$ cat src/rtl/vcve2_data_mem_arbiter_if.sv
// vcve2_data_mem_arbiter_if: requester-side and memory-side handshakes of the
// data-memory arbiter. The slave modport is the arbiter's own view; master is
// the view of whatever surrounds it (VRF ports, LSU and the external bus).
interface vcve2_data_mem_arbiter_if #(
    parameter int unsigned NumVec = 2
);
    // vector register-file requesters
    logic [NumVec-1:0]       vreq_i;
    logic [NumVec-1:0]       vwe_i;
    logic [NumVec-1:0][3:0]  vbe_i;
    logic [NumVec-1:0][31:0] vaddr_i;
    logic [NumVec-1:0][31:0] vwdata_i;
    logic [NumVec-1:0]       vgnt_o;
    logic [NumVec-1:0]       vrvalid_o;
    logic [NumVec-1:0]       verr_o;

    // scalar LSU requester
    logic                    lsu_req_i;
    logic                    lsu_we_i;
    logic [3:0]              lsu_be_i;
    logic [31:0]             lsu_addr_i;
    logic [31:0]             lsu_wdata_i;
    logic                    lsu_gnt_o;
    logic                    lsu_rvalid_o;
    logic                    lsu_err_o;

    // response data shared by every requester
    logic [31:0]             rdata_o;

    // core data-memory port
    logic                    data_req_o;
    logic                    data_we_o;
    logic [3:0]              data_be_o;
    logic [31:0]             data_addr_o;
    logic [31:0]             data_wdata_o;
    logic                    data_gnt_i;
    logic                    data_rvalid_i;
    logic                    data_err_i;
    logic [31:0]             data_rdata_i;

    modport slave (
        input  vreq_i, vwe_i, vbe_i, vaddr_i, vwdata_i,
        output vgnt_o, vrvalid_o, verr_o,
        input  lsu_req_i, lsu_we_i, lsu_be_i, lsu_addr_i, lsu_wdata_i,
        output lsu_gnt_o, lsu_rvalid_o, lsu_err_o,
        output rdata_o,
        output data_req_o, data_we_o, data_be_o, data_addr_o, data_wdata_o,
        input  data_gnt_i, data_rvalid_i, data_err_i, data_rdata_i
    );

    modport master (
        output vreq_i, vwe_i, vbe_i, vaddr_i, vwdata_i,
        input  vgnt_o, vrvalid_o, verr_o,
        output lsu_req_i, lsu_we_i, lsu_be_i, lsu_addr_i, lsu_wdata_i,
        input  lsu_gnt_o, lsu_rvalid_o, lsu_err_o,
        input  rdata_o,
        input  data_req_o, data_we_o, data_be_o, data_addr_o, data_wdata_o,
        output data_gnt_i, data_rvalid_i, data_err_i, data_rdata_i
    );
endinterface

$ cat src/rtl/vcve2_data_mem_arbiter.sv
// vcve2_data_mem_arbiter: shares the core data-memory port between NumVec
// vector register-file ports and the scalar LSU. The LSU has fixed priority,
// vector ports rotate round-robin, and only one transaction is in flight.
//
//   state | meaning
//   ------+---------------------------------------------------------------
//   IDLE  | no transaction; pick the next owner from the live requests
//   REQ   | owner's request is on the memory port, waiting for data_gnt_i
//   RESP  | grant given, waiting for data_rvalid_i to route back to owner
//
// owner_q holds 0..NumVec-1 for a vector port and NumVec for the LSU.
module vcve2_data_mem_arbiter #(
    parameter int unsigned NumVec = 2
) (
    input  logic                    clk_i,
    input  logic                    rst_ni,
    vcve2_data_mem_arbiter_if.slave bus,
    output logic                    busy_o
);
    localparam int NV = int'(NumVec);
    localparam int unsigned OwnW = $clog2(NumVec + 1);
    localparam int unsigned RrW  = (NumVec > 1) ? $clog2(NumVec) : 1;
    localparam logic [OwnW-1:0] OwnLsu = OwnW'(NumVec);

    typedef enum logic [1:0] {
        IDLE = 2'd0,
        REQ  = 2'd1,
        RESP = 2'd2
    } state_e;

    state_e            state_q, state_d;
    logic [OwnW-1:0]   owner_q, owner_d;
    logic [RrW-1:0]    rr_q, rr_d;

    logic [NumVec-1:0] sel_vec;
    logic              sel_lsu;
    logic              own_req;
    logic              own_we;
    logic [3:0]        own_be;
    logic [31:0]       own_addr;
    logic [31:0]       own_wdata;
    logic              any_req;
    logic              pick_found;
    logic [OwnW-1:0]   pick_idx;
    logic              hs;

    // Decode the current owner into one-hot select lines.
    always_comb begin
        sel_vec = '0;
        sel_lsu = (owner_q == OwnLsu);
        for (int i = 0; i < NV; i++) begin
            sel_vec[i] = (owner_q == OwnW'(i));
        end
    end

    // Mux the owner's request fields; these are what REQ puts on the bus.
    always_comb begin
        own_req   = 1'b0;
        own_we    = 1'b0;
        own_be    = '0;
        own_addr  = '0;
        own_wdata = '0;
        if (sel_lsu) begin
            own_req   = bus.lsu_req_i;
            own_we    = bus.lsu_we_i;
            own_be    = bus.lsu_be_i;
            own_addr  = bus.lsu_addr_i;
            own_wdata = bus.lsu_wdata_i;
        end
        for (int i = 0; i < NV; i++) begin
            if (sel_vec[i]) begin
                own_req   = bus.vreq_i[i];
                own_we    = bus.vwe_i[i];
                own_be    = bus.vbe_i[i];
                own_addr  = bus.vaddr_i[i];
                own_wdata = bus.vwdata_i[i];
            end
        end
    end

    // Round-robin search: first requesting vector port at or after rr_q.
    always_comb begin
        pick_found = 1'b0;
        pick_idx   = '0;
        any_req    = bus.lsu_req_i | (|bus.vreq_i);
        for (int k = 0; k < NV; k++) begin
            for (int i = 0; i < NV; i++) begin
                if (!pick_found && bus.vreq_i[i] && (i == ((int'(rr_q) + k) % NV))) begin
                    pick_found = 1'b1;
                    pick_idx   = OwnW'(i);
                end
            end
        end
    end

    // Next-state, owner/pointer update and all handshake outputs.
    always_comb begin
        state_d           = state_q;
        owner_d           = owner_q;
        rr_d              = rr_q;
        hs                = 1'b0;
        bus.data_req_o    = 1'b0;
        bus.data_we_o     = 1'b0;
        bus.data_be_o     = '0;
        bus.data_addr_o   = '0;
        bus.data_wdata_o  = '0;
        bus.vgnt_o        = '0;
        bus.vrvalid_o     = '0;
        bus.verr_o        = '0;
        bus.lsu_gnt_o     = 1'b0;
        bus.lsu_rvalid_o  = 1'b0;
        bus.lsu_err_o     = 1'b0;

        unique case (state_q)
            IDLE: begin
                if (any_req) begin
                    if (bus.lsu_req_i) begin
                        owner_d = OwnLsu;
                    end else if (pick_found) begin
                        owner_d = pick_idx;
                    end
                    state_d = REQ;
                end
            end
            REQ: begin
                bus.data_req_o   = own_req;
                bus.data_we_o    = own_we;
                bus.data_be_o    = own_be;
                bus.data_addr_o  = own_addr;
                bus.data_wdata_o = own_wdata;
                hs               = own_req & bus.data_gnt_i;
                if (hs) begin
                    bus.lsu_gnt_o = sel_lsu;
                    bus.vgnt_o    = sel_vec;
                    // The LSU's win must not disturb the vector rotation.
                    if (!sel_lsu) begin
                        rr_d = RrW'((int'(owner_q) + 1) % NV);
                    end
                    state_d = RESP;
                end else if (!own_req) begin
                    // Owner withdrew before the grant: drop it silently.
                    state_d = IDLE;
                end
            end
            RESP: begin
                if (bus.data_rvalid_i) begin
                    bus.lsu_rvalid_o = sel_lsu;
                    bus.lsu_err_o    = sel_lsu & bus.data_err_i;
                    bus.vrvalid_o    = sel_vec;
                    bus.verr_o       = sel_vec & {NumVec{bus.data_err_i}};
                    state_d          = IDLE;
                end
            end
            default: begin
                state_d = IDLE;
            end
        endcase
    end

    // Read data is broadcast; each requester qualifies it with its rvalid.
    assign bus.rdata_o = bus.data_rdata_i;
    assign busy_o      = (state_q != IDLE);

    // State, owner and round-robin registers.
    always_ff @(posedge clk_i or negedge rst_ni) begin
        if (!rst_ni) begin
            state_q <= IDLE;
            owner_q <= '0;
            rr_q    <= '0;
        end else begin
            state_q <= state_d;
            owner_q <= owner_d;
            rr_q    <= rr_d;
        end
    end
endmodule

$ cat src/flat_wrapper.sv
// flat-port wrapper written by rule: the top's interface ports become plain ports
module vcve2_data_mem_arbiter_flat 
#(
    parameter int unsigned NumVec = 2
)
  (clk_i, rst_ni, busy_o, bus_vreq_i, bus_vwe_i, bus_vbe_i, bus_vaddr_i, bus_vwdata_i, bus_vgnt_o, bus_vrvalid_o, bus_verr_o, bus_lsu_req_i, bus_lsu_we_i, bus_lsu_be_i, bus_lsu_addr_i, bus_lsu_wdata_i, bus_lsu_gnt_o, bus_lsu_rvalid_o, bus_lsu_err_o, bus_rdata_o, bus_data_req_o, bus_data_we_o, bus_data_be_o, bus_data_addr_o, bus_data_wdata_o, bus_data_gnt_i, bus_data_rvalid_i, bus_data_err_i, bus_data_rdata_i);
  vcve2_data_mem_arbiter_if #(.NumVec(NumVec)) bus_i ();
  input  logic clk_i;
  input  logic rst_ni;
  output logic busy_o;
  input wire logic [$bits(bus_i.vreq_i)-1:0] bus_vreq_i;
  input wire logic [$bits(bus_i.vwe_i)-1:0] bus_vwe_i;
  input wire logic [$bits(bus_i.vbe_i)-1:0] bus_vbe_i;
  input wire logic [$bits(bus_i.vaddr_i)-1:0] bus_vaddr_i;
  input wire logic [$bits(bus_i.vwdata_i)-1:0] bus_vwdata_i;
  output wire logic [$bits(bus_i.vgnt_o)-1:0] bus_vgnt_o;
  output wire logic [$bits(bus_i.vrvalid_o)-1:0] bus_vrvalid_o;
  output wire logic [$bits(bus_i.verr_o)-1:0] bus_verr_o;
  input wire logic [$bits(bus_i.lsu_req_i)-1:0] bus_lsu_req_i;
  input wire logic [$bits(bus_i.lsu_we_i)-1:0] bus_lsu_we_i;
  input wire logic [$bits(bus_i.lsu_be_i)-1:0] bus_lsu_be_i;
  input wire logic [$bits(bus_i.lsu_addr_i)-1:0] bus_lsu_addr_i;
  input wire logic [$bits(bus_i.lsu_wdata_i)-1:0] bus_lsu_wdata_i;
  output wire logic [$bits(bus_i.lsu_gnt_o)-1:0] bus_lsu_gnt_o;
  output wire logic [$bits(bus_i.lsu_rvalid_o)-1:0] bus_lsu_rvalid_o;
  output wire logic [$bits(bus_i.lsu_err_o)-1:0] bus_lsu_err_o;
  output wire logic [$bits(bus_i.rdata_o)-1:0] bus_rdata_o;
  output wire logic [$bits(bus_i.data_req_o)-1:0] bus_data_req_o;
  output wire logic [$bits(bus_i.data_we_o)-1:0] bus_data_we_o;
  output wire logic [$bits(bus_i.data_be_o)-1:0] bus_data_be_o;
  output wire logic [$bits(bus_i.data_addr_o)-1:0] bus_data_addr_o;
  output wire logic [$bits(bus_i.data_wdata_o)-1:0] bus_data_wdata_o;
  input wire logic [$bits(bus_i.data_gnt_i)-1:0] bus_data_gnt_i;
  input wire logic [$bits(bus_i.data_rvalid_i)-1:0] bus_data_rvalid_i;
  input wire logic [$bits(bus_i.data_err_i)-1:0] bus_data_err_i;
  input wire logic [$bits(bus_i.data_rdata_i)-1:0] bus_data_rdata_i;
  assign bus_i.vreq_i = bus_vreq_i;
  assign bus_i.vwe_i = bus_vwe_i;
  assign bus_i.vbe_i = bus_vbe_i;
  assign bus_i.vaddr_i = bus_vaddr_i;
  assign bus_i.vwdata_i = bus_vwdata_i;
  assign bus_vgnt_o = bus_i.vgnt_o;
  assign bus_vrvalid_o = bus_i.vrvalid_o;
  assign bus_verr_o = bus_i.verr_o;
  assign bus_i.lsu_req_i = bus_lsu_req_i;
  assign bus_i.lsu_we_i = bus_lsu_we_i;
  assign bus_i.lsu_be_i = bus_lsu_be_i;
  assign bus_i.lsu_addr_i = bus_lsu_addr_i;
  assign bus_i.lsu_wdata_i = bus_lsu_wdata_i;
  assign bus_lsu_gnt_o = bus_i.lsu_gnt_o;
  assign bus_lsu_rvalid_o = bus_i.lsu_rvalid_o;
  assign bus_lsu_err_o = bus_i.lsu_err_o;
  assign bus_rdata_o = bus_i.rdata_o;
  assign bus_data_req_o = bus_i.data_req_o;
  assign bus_data_we_o = bus_i.data_we_o;
  assign bus_data_be_o = bus_i.data_be_o;
  assign bus_data_addr_o = bus_i.data_addr_o;
  assign bus_data_wdata_o = bus_i.data_wdata_o;
  assign bus_i.data_gnt_i = bus_data_gnt_i;
  assign bus_i.data_rvalid_i = bus_data_rvalid_i;
  assign bus_i.data_err_i = bus_data_err_i;
  assign bus_i.data_rdata_i = bus_data_rdata_i;
  vcve2_data_mem_arbiter #(.NumVec(NumVec)) u_core (.clk_i(clk_i), .rst_ni(rst_ni), .bus(bus_i), .busy_o(busy_o));
endmodule
$ cat config.mk
export PLATFORM = sky130hd
export DESIGN_NAME = vcve2_data_mem_arbiter_flat
export DESIGN_NICKNAME = d
export VERILOG_FILES = /design/src/rtl/vcve2_data_mem_arbiter_if.sv /design/src/rtl/vcve2_data_mem_arbiter.sv /design/src/flat_wrapper.sv
export SDC_FILE = /design/constraint.sdc
export NUM_CORES = 1
export LEC_CHECK = 0
export CAP_MARGIN = 5
export CORE_AREA = 2 2 139 141
export DETAILED_ROUTE_END_ITERATION = 6
export DIE_AREA = 0 0 141 143
export SLEW_MARGIN = 40
export SYNTH_ARGS = -nofsm -noshare
export SYNTH_HDL_FRONTEND = slang
export SYNTH_SLANG_ARGS = --single-unit
$ cat constraint.sdc
create_clock -name clk_i -period 1.55 [get_ports clk_i]
set_input_delay 0.31 -clock clk_i [delete_from_list [all_inputs] [get_ports clk_i]]
set_output_delay 0.31 -clock clk_i [all_outputs]
set_load 0.01 [all_outputs]
# [After elaboration in Yosys (flattened, before gate mapping)]
# Cells that the tools add are included.
[totals] out_inout_bits=112 register_bits=5
[classes] bitwise=6 eq_ne=8 mux=46 reduce_logical=20 add_sub_neg=2
[ops] op="32-bit 2-to-1 mux" n=8
[ops] op="32-bit logical NOT" n=2
[ops] op="2-bit 2-to-1 mux" n=12
[ops] op="1-bit 2-to-1 mux" n=21
[ops] op="4-bit 2-to-1 mux" n=4
[ops] op="3-bit AND reduction" n=3
[ops] op="1-bit logical AND" n=7
[ops] op="2-bit one-hot mux with 3 select lines" n=1
[ops] op="2-bit by 1-bit == test with 1-bit output, second input constant" n=2
[ops] op="2-bit == test, second input constant" n=2
[ops] op="2-bit logical NOT" n=2
[ops] op="2-bit nonzero test" n=2
[ops] op="1-bit logical NOT" n=3
[ops] op="3-bit != test, second input constant" n=1
[ops] op="1-bit adder, second input constant" n=2
[ops] op="1-bit bitwise AND" n=2
[ops] op="2-bit bitwise AND" n=1
[ops] op="2-bit == test, first input constant" n=1
[ops] op="2-bit by 1-bit != test with 1-bit output, second input constant" n=1
[ops] op="2-bit != test, second input constant" n=1
[ops] op="2-bit OR reduction" n=1
[ops] op="1-bit bitwise AND, first input constant" n=1
[ops] op="1-bit NOT" n=1
[ops] op="1-bit bitwise OR" n=1

# [Depth between registers and ports, before layout]
[depth] depth_word=17 depth_mapped=6 depth_no_buf=3

# [Least setup slack after synthesis]
# No wires, ideal clock.
[synth_timing] kind="reg2out" startpoint="reg u_core.owner_q[1]" endpoint="out bus_data_wdata_o[26]" t_required_ns=1.240 arrival_ns=1.273 path_buffers=3 stages_incl_launch_ff=7 slack_ns=-0.033 path_cell_list="dfrtp_1 buf_6 buf_12 buf_12 mux2i_1 or2_0 a21oi_1"
[synth_between] elab_chain_cells=5
[synth_lines] element="from (decl)" line_no="vcve2_data_mem_arbiter.sv:32" source="logic [OwnW-1:0] owner_q, owner_d;"
[synth_lines] element="from (signal assigned)" line_no="vcve2_data_mem_arbiter.sv:172" source="owner_q <= owner_d;"
[synth_lines] element="2-bit == test" line_no="vcve2_data_mem_arbiter.sv:50" source="sel_lsu = (owner_q == OwnLsu);"
[synth_lines] element="32-bit 2-to-1 mux" line_no="vcve2_data_mem_arbiter.sv:63" source="if (sel_lsu) begin"
[synth_lines] element="32-bit 2-to-1 mux" line_no="vcve2_data_mem_arbiter.sv:71" source="if (sel_vec[i]) begin"
[synth_lines] element="32-bit 2-to-1 mux *" line_no="vcve2_data_mem_arbiter.sv:71"
[synth_lines] element="32-bit 2-to-1 mux *" line_no="vcve2_data_mem_arbiter.sv:114" source="unique case (state_q)"
[synth_lines] element="to (decl)" line_no="flat_wrapper.sv:32" source="output wire logic [$bits(bus_i.data_wdata_o)-1:0] bus_data_wdata_o;"
# Every way passes the cells marked *; elsewhere a longest branch is shown, timed or not.

# [Worst setup path after layout]
[layout_timing] startpoint="reg u_core.owner_q[1]" endpoint="out bus_data_wdata_o[6]"
# Same word-level chain as after synthesis.

==> summary.md <==
| Metric | Value |
|---|---|
| Crit share post-route | 136.0% |
| Syn. warnings | 0 |
| Worst r2r path cells | 5 |
| Final count of hold timing violations | 0 |
| Register area share after synthesis | 4.902% |
| Fmax | 474.6 MHz |
| Hold Path Class | input port to asynchronous set/reset pin |
| Pwr dens | 1556 nW/µm² |
| Crit end category | primary output |
| Nets | 932 |
| Gr busiest metal | met2 |
| Syn Std Cell Area | 2552 µm² |
| Post-synthesis mux area share | 27.50% |
| Setup violations, final | 79 |
| Placed Area | 5727 µm² |
| Combinational family with the most area after synthesis | simple AND/OR/NAND/NOR gates |
| Synthesized instance count | 384 |
| Worst vdd ir | 810.0 µV |
| Final core area utilization | 35.45% |
| Final setup TNS | -34520 ps |
| Port Buf Inserts | 294 |
| PnR Total Power | 10.25 mW |
| Setup crit end | bus_data_wdata_o[6] |
| Critical path launch point | u_core.owner_q[1]$_DFFE_PN0P_ |
| Cell at the root of the clock tree | clkbuf_16 |
| Maxcap violations | 0 |
| Slew @ Worst Pin | 274.2 ps |
| Min Tclk post-route | 2107 ps |
| Met3 usage | 2.716% |
| Skew-Pair Late Insertion Delay | 230 ps |
| Clk buf depth | 2 |
| Vias in the first global route | 3800 |
| WS Path Type | flop to primary output |
| Antenna-violating nets left | 0 |
| XOR/XNOR Fraction of Synth Area | 0% |
| #FFs+latches synth | 5 |
| Largest net degree at the start of global routing | 40 |
| Max-slew violation count | 0 |
| Residual DRC count | 0 |
| FF+latch area | 131.4 µm² |
| Synth Area in Adders | 0% |
| Post-CTS Hold Fix Bufs | 0 |
| Ratio of cells with drive above 1 in the final layout | 45.61% |
| Synthesized net count | 631 |
| Leakage | 2.881 nW |
| Flop2flop setup slack | 30 ps |
| Diodes inserted | 0 |
| TritonCTS clock tree | built |
| Mean routed wirelength per cell | 17.53 µm |
| R2R Path End | u_core.state_q[0]$_DFFE_PN0P_ |
| I/O pins | 359 |
| Reg2Reg Launch Point | u_core.owner_q[1]$_DFFE_PN0P_ |
| Final GP Congestion | 0.7574 |
| Clock Pin Slew Worst Setup and Hold Paths | 30 ps |
| Outcome | finished, violations left |
| Initial drt markers | 149 |
| H-Tree Depth | 1 |
| Failing checks | negative setup slack |
| Vias per std cell | 4.188 |
| Routed wire length | 16090 µm |
| Synth Area in Compound Gates | 16.18% |
| Setup ws final | -557.3 ps |
| Critical path data arrival time | 1800 ps |
| Synth Area per Inst | 6.647 µm² |
| Fill count | 1964 |
| Die Height | 143 µm |
| Initial antenna violation count | 1 |
| Core area | 18580 µm² |
| DR vias | 3845 |
| Crit Path Max Fanout | 39 |
| Fin area | 6586 µm² |
| CP startpoint kind | flop |
| Met2 usage | 25.47% |
| Worst EP required | 1240 ps |
| Clock skew | 1.356 ps |
| Post-synth cell types | 30 |
| Num Clock Sinks | 5 |
| Worst hold slack | 326.8 ps |
| Pre-antenna DRT Iters | 4 |
| Initial core utilization | 13.74% |
| DIE WIDTH | 141 µm |
| Synth-to-layout area growth | 158.0% |
| Die area | 20160 µm² |
| Grt ovf | 0 |
| GRT met1 Usage | 15.23% |
| HPWL after DPL | 10180 µm |
| Synth Area in Simple Gates | 32.84% |
| Inserted Clock Buffers | 3 |
| Area of the multi-input gates | 2502 µm² |
| Site Rows | 50 |
| Global-route wire length before repair | 21280 µm |
| Tot GR Track Use | 13.54% |
| RSZ-0062 raised after global routing | yes |
| Relative slew slack | 81.19% |
routing by layer:
layer	part of all wire (%)	up-vias	wire, µm
li1	-	1867	-
met2	54	171	8686
met1	38	1781	6100
met4	1.9	0	312
met3	6.2	26	992
met5	0	-	0
placed cells by master (no fill, tap or decap), types with 5 or more instances in the layout:
master,Yosys,final
nand2_2,0,10
buf_12,3,10
a21oi_1,69,6
buf_6,5,15
clkdlybuf4s15_2,0,5
buf_2,10,70
buf_16,0,8
nand2_4,0,20
or2_0,20,20
nand2_1,71,41
or2_4,0,18
clkdlybuf4s50_1,0,212
mux2i_1,69,68
or2_2,49,31
a21oi_2,0,63
clkbuf_16,0,9
buf_4,33,27
synthesized netlist by cell type (all sizes together):
| library cell | instances | area share [%] |
|---|---|---|
| nor3 | 5 | 0.98 |
| nor4 | 1 | 0.25 |
| o32ai | 1 | 0.34 |
| inv | 2 | 0.29 |
| nor2 | 6 | 0.88 |
| o41ai | 1 | 0.64 |
| a21oi | 69 | 14 |
| dfrtp | 5 | 4.9 |
| buf | 58 | 17 |
| a2bb2oi | 1 | 0.34 |
| mux2i | 69 | 27 |
| o21ai | 2 | 0.39 |
| mux2 | 1 | 0.44 |
| nand3b | 2 | 0.59 |
| nor2b | 2 | 0.49 |
| nand2 | 71 | 10 |
| clkbuf | 7 | 1.0 |
| a211oi | 1 | 0.29 |
| nand2b | 6 | 1.5 |
| and3 | 1 | 0.25 |
| a22o | 1 | 0.34 |
| o31ai | 1 | 0.29 |
| and2 | 1 | 0.25 |
| or2 | 69 | 17 |
| nand4b | 1 | 0.34 |
flip-flops by register name (all words and copies together), names as in the netlist:
name / count
u_core.owner_q: 2
u_core.state_q: 2
u_core.rr_q: 1
logic make-up after synthesis:
| family | after synthesis |
|---|---|
| flops | 5 |
| compound gates | 77 |
| buf+inv | 67 |
| mux | 70 |
| simple gates | 165 |
metrics by stage:
step / cells / worst slack [ps]
6_report: 918 / -557.3
5_1_grt: 918 / -591.6
4_1_cts: 905 / -607.6
3_5_place_dp: 874 / -706.3
3_3_place_gp: 874 / -700.1
2_1_floorplan: 384 / -3.512
report_power, final:
group / internal (mW) / switching (mW) / total, mW
Clock: 0.341 / 0.0812 / 0.422
Sequential: 0.207 / 0.0937 / 0.301
Combinational: 5.00 / 4.53 / 9.53
critical path, stage by stage, from the launching register on:
cell and delay [ps]:
dfrtp_4 500, buf_12 200, mux2i_1 150, or2_2 280, a21oi_1 160, clkdlybuf4s15_2 240
worst min path at each step:
stage                            startpoint                       endpoint  slack [ps]  depth (start not counted)
floorplan                            rst_ni  u_core.owner_q[0]$_DFFE_PN0P_          10                          0
global placement    u_core.rr_q$_DFFE_PN0P_        u_core.rr_q$_DFFE_PN0P_         550                          1
detailed placement  u_core.rr_q$_DFFE_PN0P_        u_core.rr_q$_DFFE_PN0P_         550                          2
CTS                                  rst_ni        u_core.rr_q$_DFFE_PN0P_         330                          1
global route                         rst_ni        u_core.rr_q$_DFFE_PN0P_         340                          1
finish                               rst_ni        u_core.rr_q$_DFFE_PN0P_         330                          1
final cells by class:
cell class	count	area share (%)
multi-input combinational	312	37.99
timing repair buffer	361	54.26
tap	234	4.445
sequential	5	1.995
inverter	2	0.1140
clock buffer	4	1.197
timing repair:
action,in CTS,in global routing
resized for setup,367,101
gates cloned,9,8
pin swaps,5,40
endpoints found under the setup margin,80,83
buffers inserted,18,8
endpoints found under the hold margin,0,0
Power figures use the tool's default switching activity.
